File: config.mk
export PLATFORM = sky130hd
export DESIGN_NAME = serial_sub_ctrl
export DESIGN_NICKNAME = d
export VERILOG_FILES = /design/src/rtl/serial_pkg.sv /design/src/rtl/borrow_flipflop.sv /design/src/rtl/serial_sub_ctrl.sv
export SDC_FILE = /design/constraint.sdc
export NUM_CORES = 1
export LEC_CHECK = 0
export CORE_MARGIN = 4
export CORE_UTILIZATION = 45
export DETAILED_ROUTE_END_ITERATION = 8
export PLACE_DENSITY_LB_ADDON = 0.3
export SYNTH_ARGS = -nofsm -noshare
export SYNTH_HDL_FRONTEND = slang
export SYNTH_HIERARCHICAL = 1
export SYNTH_SLANG_ARGS = --single-unit
File: constraint.sdc
create_clock -name CLK -period 3.2 [get_ports CLK]
set_input_delay 0.96 -clock CLK [delete_from_list [all_inputs] [get_ports CLK]]
set_output_delay 0.96 -clock CLK [all_outputs]
set_load 0.02 [all_outputs]
File: src/rtl/serial_pkg.sv
// Shared definitions for the bit-serial subtractor: FSM encodings and the
// helper that sizes the bit counter.
`timescale 1ns/1ps
package serial_pkg;

   localparam logic [1:0] ST_IDLE  = 2'd0;
   localparam logic [1:0] ST_SHIFT = 2'd1;
   localparam logic [1:0] ST_FIN   = 2'd2;

   // Bits needed to count from 0 up to and including width.
   function automatic int cnt_width(input int width);
      return $clog2(width + 1);
   endfunction

endpackage

File: src/rtl/borrow_flipflop.sv
// Single borrow storage bit with asynchronous active-high clear.
`timescale 1ns/1ps
module borrow_flipflop (
   input  logic CLK,
   input  logic R,
   input  logic D,
   output logic Q
);

   // Capture D each rising edge; R clears immediately.
   always_ff @(posedge CLK or posedge R) begin
      if (R) Q <= 1'b0;
      else   Q <= D;
   end

endmodule

File: src/rtl/serial_sub_ctrl.sv
// Bit-serial subtractor: A-B computed LSB first, one bit per SHIFT cycle,
// with the borrow carried between cycles in a dedicated flop.
`timescale 1ns/1ps
module serial_sub_ctrl
   import serial_pkg::*;
#(
   parameter int WIDTH = 8
) (
   input  logic             CLK,
   input  logic             R,
   input  logic             START,
   input  logic [WIDTH-1:0] A,
   input  logic [WIDTH-1:0] B,
   output logic             BUSY,
   output logic             DONE,
   output logic [WIDTH-1:0] DIFF,
   output logic             BOUT
);

   localparam int CW = cnt_width(WIDTH);
   // Counter value seen on the edge that completes the last bit.
   localparam logic [CW-1:0] CNT_LAST = CW'(WIDTH - 1);

   logic [1:0]       state_q, state_d;
   logic [WIDTH-1:0] sa_q, sa_d;
   logic [WIDTH-1:0] sb_q, sb_d;
   logic [WIDTH-1:0] res_q, res_d;
   logic [CW-1:0]    cnt_q, cnt_d;
   logic             bq;
   logic             b_d;
   logic             d_bit;
   logic             bnext;

   // Full-subtractor on the current LSBs and the stored borrow.
   always_comb begin
      d_bit = sa_q[0] ^ sb_q[0] ^ bq;
      bnext = (~sa_q[0] & sb_q[0]) | (~(sa_q[0] ^ sb_q[0]) & bq);
   end

   // Next-state logic: load on accept, shift/accumulate in SHIFT, hold otherwise.
   always_comb begin
      state_d = state_q;
      sa_d    = sa_q;
      sb_d    = sb_q;
      res_d   = res_q;
      cnt_d   = cnt_q;
      b_d     = bq;
      case (state_q)
         ST_IDLE: begin
            if (START) begin
               sa_d    = A;
               sb_d    = B;
               cnt_d   = '0;
               b_d     = 1'b0;
               state_d = ST_SHIFT;
            end
         end
         ST_SHIFT: begin
            sa_d             = sa_q >> 1;
            sb_d             = sb_q >> 1;
            res_d            = res_q >> 1;
            res_d[WIDTH-1]   = d_bit;
            b_d              = bnext;
            cnt_d            = cnt_q + CW'(1);
            if (cnt_q == CNT_LAST) state_d = ST_FIN;
         end
         ST_FIN: begin
            state_d = ST_IDLE;
         end
         default: begin
            state_d = ST_IDLE;
         end
      endcase
   end

   // State and datapath registers, cleared at once by R.
   always_ff @(posedge CLK or posedge R) begin
      if (R) begin
         state_q <= ST_IDLE;
         sa_q    <= '0;
         sb_q    <= '0;
         res_q   <= '0;
         cnt_q   <= '0;
      end else begin
         state_q <= state_d;
         sa_q    <= sa_d;
         sb_q    <= sb_d;
         res_q   <= res_d;
         cnt_q   <= cnt_d;
      end
   end

   borrow_flipflop u_borrow (
      .CLK (CLK),
      .R   (R),
      .D   (b_d),
      .Q   (bq)
   );

   // Status and result outputs straight from registered state.
   always_comb begin
      BUSY = (state_q == ST_SHIFT) || (state_q == ST_FIN);
      DONE = (state_q == ST_FIN);
      DIFF = res_q;
      BOUT = bq;
   end

endmodule

==> results by group, run 1 <==
STA
  • Final sum of negative setup slack: 0 ps
  • Final setup skew: between 8 and 9 ps
  • Setup violations, final: 0
  • Count of final max-slew check failures: 0
  • Max_slew headroom: 0.678
  • Final period utilization: 0.826
  • RSZ-0062 raised after global routing: false
  • Actual slew at the worst max-slew pin: 482 ps
  • Post-layout minimum cycle time: 2640 ps
  • Final Hold Violating Endpoints: 0
  • Peak Freq: approximately 380 MHz

GRT
  • Via count of the first global-routing pass: around 1000
  • Global route total overflow: 0
  • First-pass GRT wire length: 4490 um
  • Global router's overall resource usage: 0.136
  • Antenna violations before repair: 0
  • Pin count of the biggest net entering global routing: 38

Synthesis
  • Average cell area after synthesis: 11.3 um2
  • Post-Synthesis Net Count: 158
  • Number of distinct library cells after synthesis: 28
  • Post-synthesis register bit count: 31
  • Number of warnings issued by yosys: 6
  • Sequential fraction of the synthesis area: 0.515
  • Cell Area, Synth: 1510 um2
  • Post-synthesis cell count: 134

Final layout
  • Final-stage net count: 189
  • Fraction of layout instances using a drive strength above 1: 0.115
  • Area of the multi-input gates: 637 um2
  • Commonest non-fill, non-tap cell in the layout: dfrtp_1
  • Commonest cells after routing, fill and taps aside: 31 x dfrtp_1, 29 x clkdlybuf4s50_1, 20 x nand2_1
  • ANT cells: 0
  • Fraction of the core area covered by cells at the end of the flow: 0.594
  • Filler cells: 264
  • Area delta synth->final: 23.3%
  • Storage element area: between 700 and 800 um2

CTS
  • Buffer levels on the longest clock path: 2
  • Count of H-tree levels built during CTS: 2
  • CTS Hold Buffers Added: 0
  • Clock transition at the registers of the reported paths: 90 ps
  • Buffers inserted during post-CTS setup optimization: 0
  • TritonCTS clock tree: built
  • Root buffer selected by CTS: clkbuf_4
  • Total CTS buffers: 5
  • Clock network latency to the later pin of the worst-skew pair: roughly 320 ps
  • Number of gates given a new drive strength after cts: 0
  • TritonCTS Sinks: 31

Routing
  • Drt via density: 4.92
  • DRC Markers: 0
  • Drt pass-1 iters: 4
  • DR vias: 1028
  • Sum of routed wire length over all layers: about 2600 um
  • Count of nets left with antenna violations after detail routing: 0
  • Average wire length per cell after detail routing: 12.7 um
  • Drt first-iter violations: 45

Floorplan
  • Effective utilization at floorplan: 0.482
  • Overall die width: 65.9 um
  • Number of standard-cell rows in the floorplan: 20
  • Ports: 30
  • Vert. Die Dim: 65.9 um
  • Area of the placeable core: between 3000 and 4000 um2
  • Die Area: 4340 um2

Placed design
  • Port-buffer cells: 29
  • Gpl congestion: 0.758
  • Final HPWL DP: 1900 um

Critical path
  • Worst setup path category: reg2out
  • WP data required: roughly 2200 ps
  • Kind of end point of the critical path: output port
  • Critical path launch point type: register
  • FF-to-FF path depth: 5
  • Largest fanout on the critical path: 3
  • CP arrival: between 1500 and 2000 ps

Power
  • Total power: approximately 1.7 mW
  • Pwr/cell area: 934 nW/um2
  • Static leakage power: 0.813 nW
  • Worst vdd ir: 0.000405 V

Run
  • Number of maximum-capacitance constraint violations: 0

Worst hold path
  • Worst hold stages: 2
  • Kind of path behind the tightest hold check: reg2reg

Run status
  • Run status: complete, no violations
[flip-flops by register name, indices dropped and copies added, names as in the netlist]
| register | flops |
|---|---|
| u_borrow/Q | 1 |
| sa_q | 8 |
| state_q | 2 |
| cnt_q | 4 |
| DIFF | 8 |
| sb_q | 8 |
[power by group]
group	switching [mW]	leakage, nW	internal (mW)
combinational	0.413	0.395	0.403
sequential	0.117	0.384	0.575
clock	0.127	0.0341	0.102
[layout make-up]
class | instances | share of cell area
Inverter | 6 | 0.0121
Multi-Input combinational cell | 89 | 0.343
Timing Repair Buffer | 32 | 0.168
Sequential cell | 31 | 0.417
Tap cell | 44 | 0.0296
Clock buffer | 6 | 0.0276
Clock inverter | 1 | 0.00269
[through the flow]
step                      hold slack, ps  std cells  setup slack [ps]  instance area (um2)
after detailed placement             472        202               843                 1800
after CTS                            494        209               527                 1860
after floorplan                      448        134              1460                 1510
after global routing                 532        209               444                 1860
final                                484        209               556                 1860
after global placement               466        202               861                 1800
[kinds of logic after synthesis]
kind of cell | synth area share
AOI/OAI and AO/OA | 0.116
adders and majority gates | 0.0465
buffers and inverters | 0.0631
DFF | 0.515
muxes | 0.160
and+or+nand+nor | 0.0996
[final timing paths]
path | start | slack [ps] | end
worst max-delay path | state_q[0]$_DFFE_PP0P_ | 560 | BUSY
worst min-delay path | sa_q[1]$_DFFE_PP0P_ | 480 | sa_q[1]$_DFFE_PP0P_
worst max register to register | state_q[0]$_DFFE_PP0P_ | 1430 | sa_q[3]$_DFFE_PP0P_
worst min register to register | sa_q[1]$_DFFE_PP0P_ | 480 | sa_q[1]$_DFFE_PP0P_
max in group asynchronous | R | 1600 | DIFF[6]$_DFFE_PP0P_
min in group asynchronous | R | 800 | u_borrow/Q$_DFF_PP0_
[Yosys cell counts]
master / count / share of area
a21oi_1: 3 / 0.010
a22o_1: 1 / 0.0058
a311oi_1: 1 / 0.0058
a31oi_1: 2 / 0.0083
a32o_1: 1 / 0.0066
a32oi_1: 1 / 0.0058
and3_1: 1 / 0.0042
buf_2: 1 / 0.0033
buf_4: 3 / 0.015
buf_6: 4 / 0.030
dfrtp_1: 31 / 0.51
fa_1: 1 / 0.013
ha_1: 4 / 0.033
inv_1: 6 / 0.015
mux2_2: 7 / 0.052
mux2i_1: 14 / 0.093
mux2i_4: 1 / 0.015
nand2_1: 20 / 0.050
nand2b_1: 1 / 0.0042
nand3b_1: 2 / 0.010
nor2_1: 3 / 0.0075
nor2b_1: 3 / 0.012
nor2b_2: 1 / 0.0058
o21a_1: 1 / 0.0050
o21ai_0: 11 / 0.037
o21ai_1: 8 / 0.027
o311ai_1: 1 / 0.0058
or3b_1: 1 / 0.0058
[per-layer routing]
layer	routed length, um	global-route usage	vias to the layer above
li1	-	-	525
met1	1190	0.161	474
met2	1290	0.225	23
met3	112	0.0425	6
met4	53	0.0622	0
met5	0	0	-
[critical path, cell delays in order, from the launching register on]
cell and delay, ps:
dfrtp_1 380, inv_1 80, ha_1 290, clkdlybuf4s50_1 610
No activity file was read; power rests on OpenSTA's default activity.
==> run 2, diff against run 1 <==
==> constraint.sdc (replaced) <==
create_clock -name CLK -period 2.2 [get_ports CLK]
set_input_delay 0.66 -clock CLK [delete_from_list [all_inputs] [get_ports CLK]]
set_output_delay 0.66 -clock CLK [all_outputs]
set_load 0.02 [all_outputs]
==> results by group, run 2 (synthesized netlist as in run 1, its figures left out) <==
GRT
  • Via count of the first global-routing pass: 1102 (was 1014)
  • Pin count of the biggest net entering global routing: 33 (was 38)
  • Antenna violations before repair: 0 (unchanged)
  • First-pass GRT wire length: 4970 um (was 4490 um)
  • Global router's overall resource usage: 0.153 (was 0.136)
  • Global route total overflow: 0 (unchanged)

CTS
  • CTS Hold Buffers Added: 0 (unchanged)
  • Root buffer selected by CTS: clkbuf_4 (unchanged)
  • Total CTS buffers: 5 (unchanged)
  • Buffers inserted during post-CTS setup optimization: 0 (unchanged)
  • Buffer levels on the longest clock path: 2 (unchanged)
  • Number of gates given a new drive strength after cts: 2 (was 0)
  • TritonCTS clock tree: built (unchanged)
  • Clock network latency to the later pin of the worst-skew pair: 320 ps (about the same)
  • Count of H-tree levels built during CTS: 2 (unchanged)
  • TritonCTS Sinks: 31 (unchanged)
  • Clock transition at the registers of the reported paths: 90 ps (about the same)

Final layout
  • Area delta synth->final: 24.0% (was 23.3%)
  • Count of placed standard cells in the final layout, fillers left out: 210 (was 209)
  • Fraction of layout instances using a drive strength above 1: 0.114 (was 0.115)
  • Final-stage net count: 191 (was 189)
  • ANT cells: 0 (unchanged)
  • Commonest non-fill, non-tap cell in the layout: dfrtp_1 (unchanged)
  • Commonest cells after routing, fill and taps aside: 31 x dfrtp_1, 27 x clkdlybuf4s50_1, 20 x nand2_1 (was 31 x dfrtp_1, 29 x clkdlybuf4s50_1, 20 x nand2_1)
  • Filler cells: 286 (was 264)

Routing
  • Drt pass-1 iters: 4 (unchanged)
  • Routed wl met3: 129 um (was 112 um)
  • Sum of routed wire length over all layers: 2750 um (was 2650 um)
  • Met2 Routed Length: 1400 um (was 1290 um)
  • DR vias: 1045 (was 1028)
  • Drt via density: 4.98 (was 4.92)
  • Count of nets left with antenna violations after detail routing: 0 (unchanged)
  • Drt first-iter violations: 59 (was 45)
  • Average wire length per cell after detail routing: 13.1 um (was 12.7 um)
  • DRC Markers: 0 (unchanged)
  • Detailed-routing wirelength on met1: 1170 um (was 1190 um)
  • Topmost layer with routed signal wires: met4 (unchanged)

STA
  • Max_slew headroom: 0.745 (was 0.678)
  • Final Hold Violating Endpoints: 0 (unchanged)
  • RSZ-0062 raised after global routing: false (unchanged)
  • Peak Freq: 482 MHz
  • Final setup skew: 5.77 ps (was 8.85 ps)
  • Actual slew at the worst max-slew pin: 383 ps (was 482 ps)
  • Final period utilization: 0.943
  • Count of final max-slew check failures: 0 (unchanged)
  • Setup violations, final: 0 (unchanged)
  • Final sum of negative setup slack: 0 ps (unchanged)
  • Post-layout minimum cycle time: 2080 ps

Critical path
  • Worst setup path category: reg2out (unchanged)
  • FF-to-FF path depth: 6 (was 5)
  • R2R setup slack: 520 ps (was 1430 ps)
  • Critical path launch point type: register (unchanged)
  • Endpoint of the worst-slack reg-to-reg timing path: sb_q[1]$_DFFE_PP0P_ (was sa_q[3]$_DFFE_PP0P_)
  • Kind of end point of the critical path: output port (unchanged)
  • Largest fanout on the critical path: 3 (unchanged)
  • WP data required: 1540 ps (was 2240 ps)
  • CP arrival: 1420 ps (was 1680 ps)
  • Startpoint of the worst register-to-register path: state_q[0]$_DFFE_PP0P_ (unchanged)

Worst hold path
  • Hold Startpoint: sa_q[0]$_DFFE_PP0P_ (was sa_q[1]$_DFFE_PP0P_)
  • Endpoint, Worst Hold: sa_q[0]$_DFFE_PP0P_ (was sa_q[1]$_DFFE_PP0P_)
  • Worst hold stages: 2 (unchanged)
  • Kind of path behind the tightest hold check: reg2reg (unchanged)

Floorplan
  • Vert. Die Dim: 65.9 um (unchanged)
  • Number of standard-cell rows in the floorplan: 20 (unchanged)
  • Die Area: 4340 um2 (unchanged)
  • Overall die width: 65.9 um (unchanged)
  • Area of the placeable core: 3130 um2 (unchanged)
  • Effective utilization at floorplan: 0.482 (unchanged)
  • Ports: 30 (unchanged)

Placed design
  • Final HPWL DP: 2070 um (was 1900 um)
  • Cell total after placement: 204 (was 202)
  • Port-buffer cells: 29 (unchanged)
  • Gpl congestion: 0.726 (was 0.758)

Run status
  • Run status: complete, no violations (unchanged)

Run
  • Number of maximum-capacitance constraint violations: 0 (unchanged)

Power
  • Worst vdd ir: 0.000579 V (was 0.000405 V)
  • Pwr/cell area: 1350 nW/um2 (was 934 nW/um2)
  • Static leakage power: 0.824 nW (was 0.813 nW)
## run 2: changes by cell type in the layout (fill, tap and decap cells not counted), sizes merged
cell           delta
buf               +2
clkdlybuf4s50     -2
dlygate4sd2       +2
clkinv            -1
## run 2: power by group
part,internal (mW),switching [mW]
Combinational,0.615,0.610
Sequential,0.836,0.173
Clock,0.113,0.172
## run 2: area by class of cell
class,count,area (um2),area share
Multi-Input combinational cell,89,637,0.341
Sequential cell,31,776,0.415
Inverter,6,22.5,0.0120
Tap cell,44,55.1,0.0295
Clock buffer,6,41.3,0.0221
Timing Repair Buffer,34,338,0.181
## run 2: worst max path at each step
stage / slack [ps] / endpoint / start / cells after the start
floorplan: 760 / BUSY / state_q[0]$_DFFE_PP0P_ / 2
global placement: 220 / cnt_q[3]$_DFFE_PP0P_ / START / 5
detailed placement: 190 / cnt_q[3]$_DFFE_PP0P_ / START / 5
CTS: 100 / BUSY / state_q[0]$_DFFE_PP0P_ / 3
global route: 50 / BUSY / state_q[0]$_DFFE_PP0P_ / 3
finish: 120 / BUSY / state_q[0]$_DFFE_PP0P_ / 3
## run 2: layer usage
metal,global-route usage,up-vias
met5,0,-
met4,0.0622,0
met3,0.0544,5
met2,0.242,20
met1,0.188,497
li1,-,523
## run 2: worst max-delay path: stages, from the launching register on
cell	delay [ps]
dfrtp_1	390
inv_1	90
ha_1	290
dlygate4sd2_1	320
## run 2: through the flow
| stage | total power, mW | hold WS (ps) | utilization | instance area (um2) | worst slack (ps) |
|---|---|---|---|---|---|
| 2_1_floorplan | 1.92 | 389 | - | 1510 | 760 |
| 3_3_place_gp | 2.21 | 466 | 0.585 | 1830 | 216 |
| 3_5_place_dp | 2.27 | 471 | 0.585 | 1830 | 194 |
| 4_1_cts | 2.56 | 483 | 0.598 | 1870 | 101 |
| 5_1_grt | 2.74 | 501 | 0.598 | 1870 | 51.5 |
| 6_report | 2.52 | 483 | 0.598 | 1870 | 125 |
==> run 3, diff against run 2 <==
--- a/config.mk
+++ b/config.mk
@@ -7,6 +7,7 @@
 export LEC_CHECK = 0
 export CORE_MARGIN = 4
 export CORE_UTILIZATION = 45
+export CTS_CLUSTER_DIAMETER = 80
 export DETAILED_ROUTE_END_ITERATION = 8
 export PLACE_DENSITY_LB_ADDON = 0.3
 export SYNTH_ARGS = -nofsm -noshare
==> constraint.sdc (replaced) <==
create_clock -name CLK -period 2.2 [get_ports CLK]
set_input_delay 0.66 -clock CLK [delete_from_list [all_inputs] [get_ports CLK]]
set_output_delay 0.66 -clock CLK [all_outputs]
set_load 0.005 [all_outputs]
==> results by group, run 3 (synthesized netlist as in run 1, its figures left out) <==
Run status
  • Run status: complete, no violations (unchanged)

GRT
  • First-pass GRT wire length: 4890 um (was 4970 um)
  • Via count of the first global-routing pass: 1069 (was 1102)
  • Pin count of the biggest net entering global routing: 24 (was 33)
  • Antenna violations before repair: 0 (unchanged)
  • Global route total overflow: 0 (unchanged)
  • Global router's overall resource usage: 0.151 (was 0.153)

Power
  • Pwr/cell area: 1350 nW/um2 (about the same)
  • Total power: 2.59 mW (was 2.52 mW)
  • Static leakage power: 0.848 nW (was 0.824 nW)
  • Worst vdd ir: 0.000554 V (was 0.000579 V)

Floorplan
  • Overall die width: 65.9 um (unchanged)
  • Effective utilization at floorplan: 0.482 (unchanged)
  • Ports: 30 (unchanged)
  • Area of the placeable core: 3130 um2 (unchanged)
  • Die Area: 4340 um2 (unchanged)
  • Vert. Die Dim: 65.9 um (unchanged)
  • Number of standard-cell rows in the floorplan: 20 (unchanged)

Worst hold path
  • Kind of path behind the tightest hold check: in2async (was reg2reg)

Placed design
  • Port-buffer cells: 29 (unchanged)
  • Worst-case setup slack after placement: 198 ps (was 194 ps)
  • Gpl congestion: 0.775 (was 0.726)
  • Final HPWL DP: 2010 um (was 2070 um)

Routing
  • DRC Markers: 0 (unchanged)
  • Routed wl met3: 105 um (was 129 um)
  • DR vias: 1042 (was 1045)
  • Topmost layer with routed signal wires: met4 (unchanged)
  • Met2 Routed Length: 1280 um (was 1400 um)
  • Drt via density: 4.87 (was 4.98)
  • Drt first-iter violations: 36 (was 59)
  • Sum of routed wire length over all layers: 2690 um (was 2750 um)
  • Drt pass-1 iters: 4 (unchanged)
  • Detailed-routing wirelength on met1: 1250 um (was 1170 um)
  • Count of nets left with antenna violations after detail routing: 0 (unchanged)
  • Average wire length per cell after detail routing: 12.6 um (was 13.1 um)

Critical path
  • Max stage delay on crit path: 490 ps (was 390 ps)
  • Crit path max-delay family: buffers and inverters (unchanged)
  • Crit-path cells: inv_2, ha_1, clkdlybuf4s50_1 (was inv_1, ha_1, dlygate4sd2_1)
  • CP arrival: 1440 ps (was 1420 ps)
  • Highest-delay cell along the critical path: clkdlybuf4s50_1 (was dfrtp_1)
  • WP data required: 1540 ps (about the same)
  • Critical path buffers and inverters: 2 (unchanged)
  • Critical path launch point type: register (unchanged)
  • Kind of end point of the critical path: output port (unchanged)
  • Worst setup path category: reg2out (unchanged)
  • Largest fanout on the critical path: 3 (unchanged)

STA
  • Final-layout worst hold slack: 493 ps (was 483 ps)
  • Final Worst Setup Slack: 105 ps (was 125 ps)
  • Final sum of negative setup slack: 0 ps (unchanged)
  • Count of final max-slew check failures: 0 (unchanged)
  • Actual slew at the worst max-slew pin: 403 ps (was 383 ps)
  • Final setup skew: 5.83 ps (was 5.77 ps)
  • Peak Freq: 477 MHz (was 482 MHz)
  • Setup violations, final: 0 (unchanged)
  • Final Hold Violating Endpoints: 0 (unchanged)
  • Max_slew headroom: 0.731 (was 0.745)
  • Final period utilization: 0.952 (was 0.943)
  • Post-layout minimum cycle time: 2100 ps (was 2080 ps)
  • RSZ-0062 raised after global routing: false (unchanged)

CTS
  • Buffer levels on the longest clock path: 2 (unchanged)
  • TritonCTS Sinks: 31 (unchanged)
  • Root buffer selected by CTS: clkbuf_4 (unchanged)
  • Clock transition at the registers of the reported paths: 90 ps (about the same)
  • Total CTS buffers: 5 (unchanged)
  • TritonCTS clock tree: built (unchanged)
  • Clock network latency to the later pin of the worst-skew pair: 330 ps (was 320 ps)
  • Count of H-tree levels built during CTS: 2 (unchanged)

Final layout
  • Final-stage net count: 193 (was 191)
  • ANT cells: 0 (unchanged)
  • Area delta synth->final: 27.2% (was 24.0%)
  • Commonest non-fill, non-tap cell in the layout: dfrtp_1 (unchanged)
  • Fraction of layout instances using a drive strength above 1: 0.147 (was 0.114)
  • Filler cells: 267 (was 286)
  • Area of the multi-input gates: 637 um2 (unchanged)
  • Storage element area: 776 um2 (unchanged)
  • Commonest cells after routing, fill and taps aside: 31 x dfrtp_1, 28 x clkdlybuf4s50_1, 20 x nand2_1 (was 31 x dfrtp_1, 27 x clkdlybuf4s50_1, 20 x nand2_1)

Run
  • Number of maximum-capacitance constraint violations: 0 (unchanged)
[run 3: area by class of cell]
type / count / share of cell area
clock buffer: 6 / 0.0267
clock inverter: 2 / 0.0183
inverter: 6 / 0.0117
multi-input combinational: 89 / 0.332
sequential: 31 / 0.404
tap: 44 / 0.0287
timing repair buffer: 36 / 0.178
[run 3: power by group]
part / leakage (nW) / total, mW / internal [mW] / switching [mW]
Sequential: 0.384 / 1.01 / 0.836 / 0.176
Combinational: 0.416 / 1.11 / 0.611 / 0.500
Clock: 0.0482 / 0.463 / 0.268 / 0.194
[run 3: path summary, 6_finish.rpt]
| kind | end | slack (ps) | from | depth (start not counted) |
|---|---|---|---|---|
| worst max-delay path | DONE | 100 | state_q[0]$_DFFE_PP0P_ | 3 |
| worst min-delay path | u_borrow/Q$_DFF_PP0_ | 490 | R | 2 |
| worst max register to register | sa_q[5]$_DFFE_PP0P_ | 510 | state_q[1]$_DFFE_PP0P_ | 5 |
| worst min register to register | sa_q[4]$_DFFE_PP0P_ | 500 | sa_q[4]$_DFFE_PP0P_ | 2 |
| max in group asynchronous | cnt_q[2]$_DFFE_PP0P_ | 1310 | R | 3 |
| min in group CLK | sa_q[4]$_DFFE_PP0P_ | 500 | sa_q[4]$_DFFE_PP0P_ | 2 |
[run 3: worst reg2reg max path, cell delays in order, from the launching register on]
cell and delay (ps):
dfrtp_1 390, inv_1 90, ha_1 410, mux2i_4 310
buf_4 250, o21ai_0 130
[run 3: per-layer routing]
metal	up-vias	GRT usage
li1	530	-
met1	487	0.182
met2	20	0.237
met3	5	0.0629
met4	0	0.0622
met5	-	0
[run 3: metrics by stage]
stage / cell area [um2] / cells / utilization
6_report: 1920 / 214 / 0.613
5_1_grt: 1920 / 214 / 0.613
4_1_cts: 1920 / 214 / 0.613
3_5_place_dp: 1830 / 205 / 0.584
3_3_place_gp: 1830 / 205 / 0.584
2_1_floorplan: 1510 / 134 / -
[run 3: what timing repair did]
action | 4_1_cts | 5_1_grt
hold endpoints to repair | 0 | 0
buffers inserted | 1 | 0
gates cloned | 0 | 0
hold buffers | 0 | 0
resized for setup | 1 | 1
setup endpoints to repair | 1 | 1
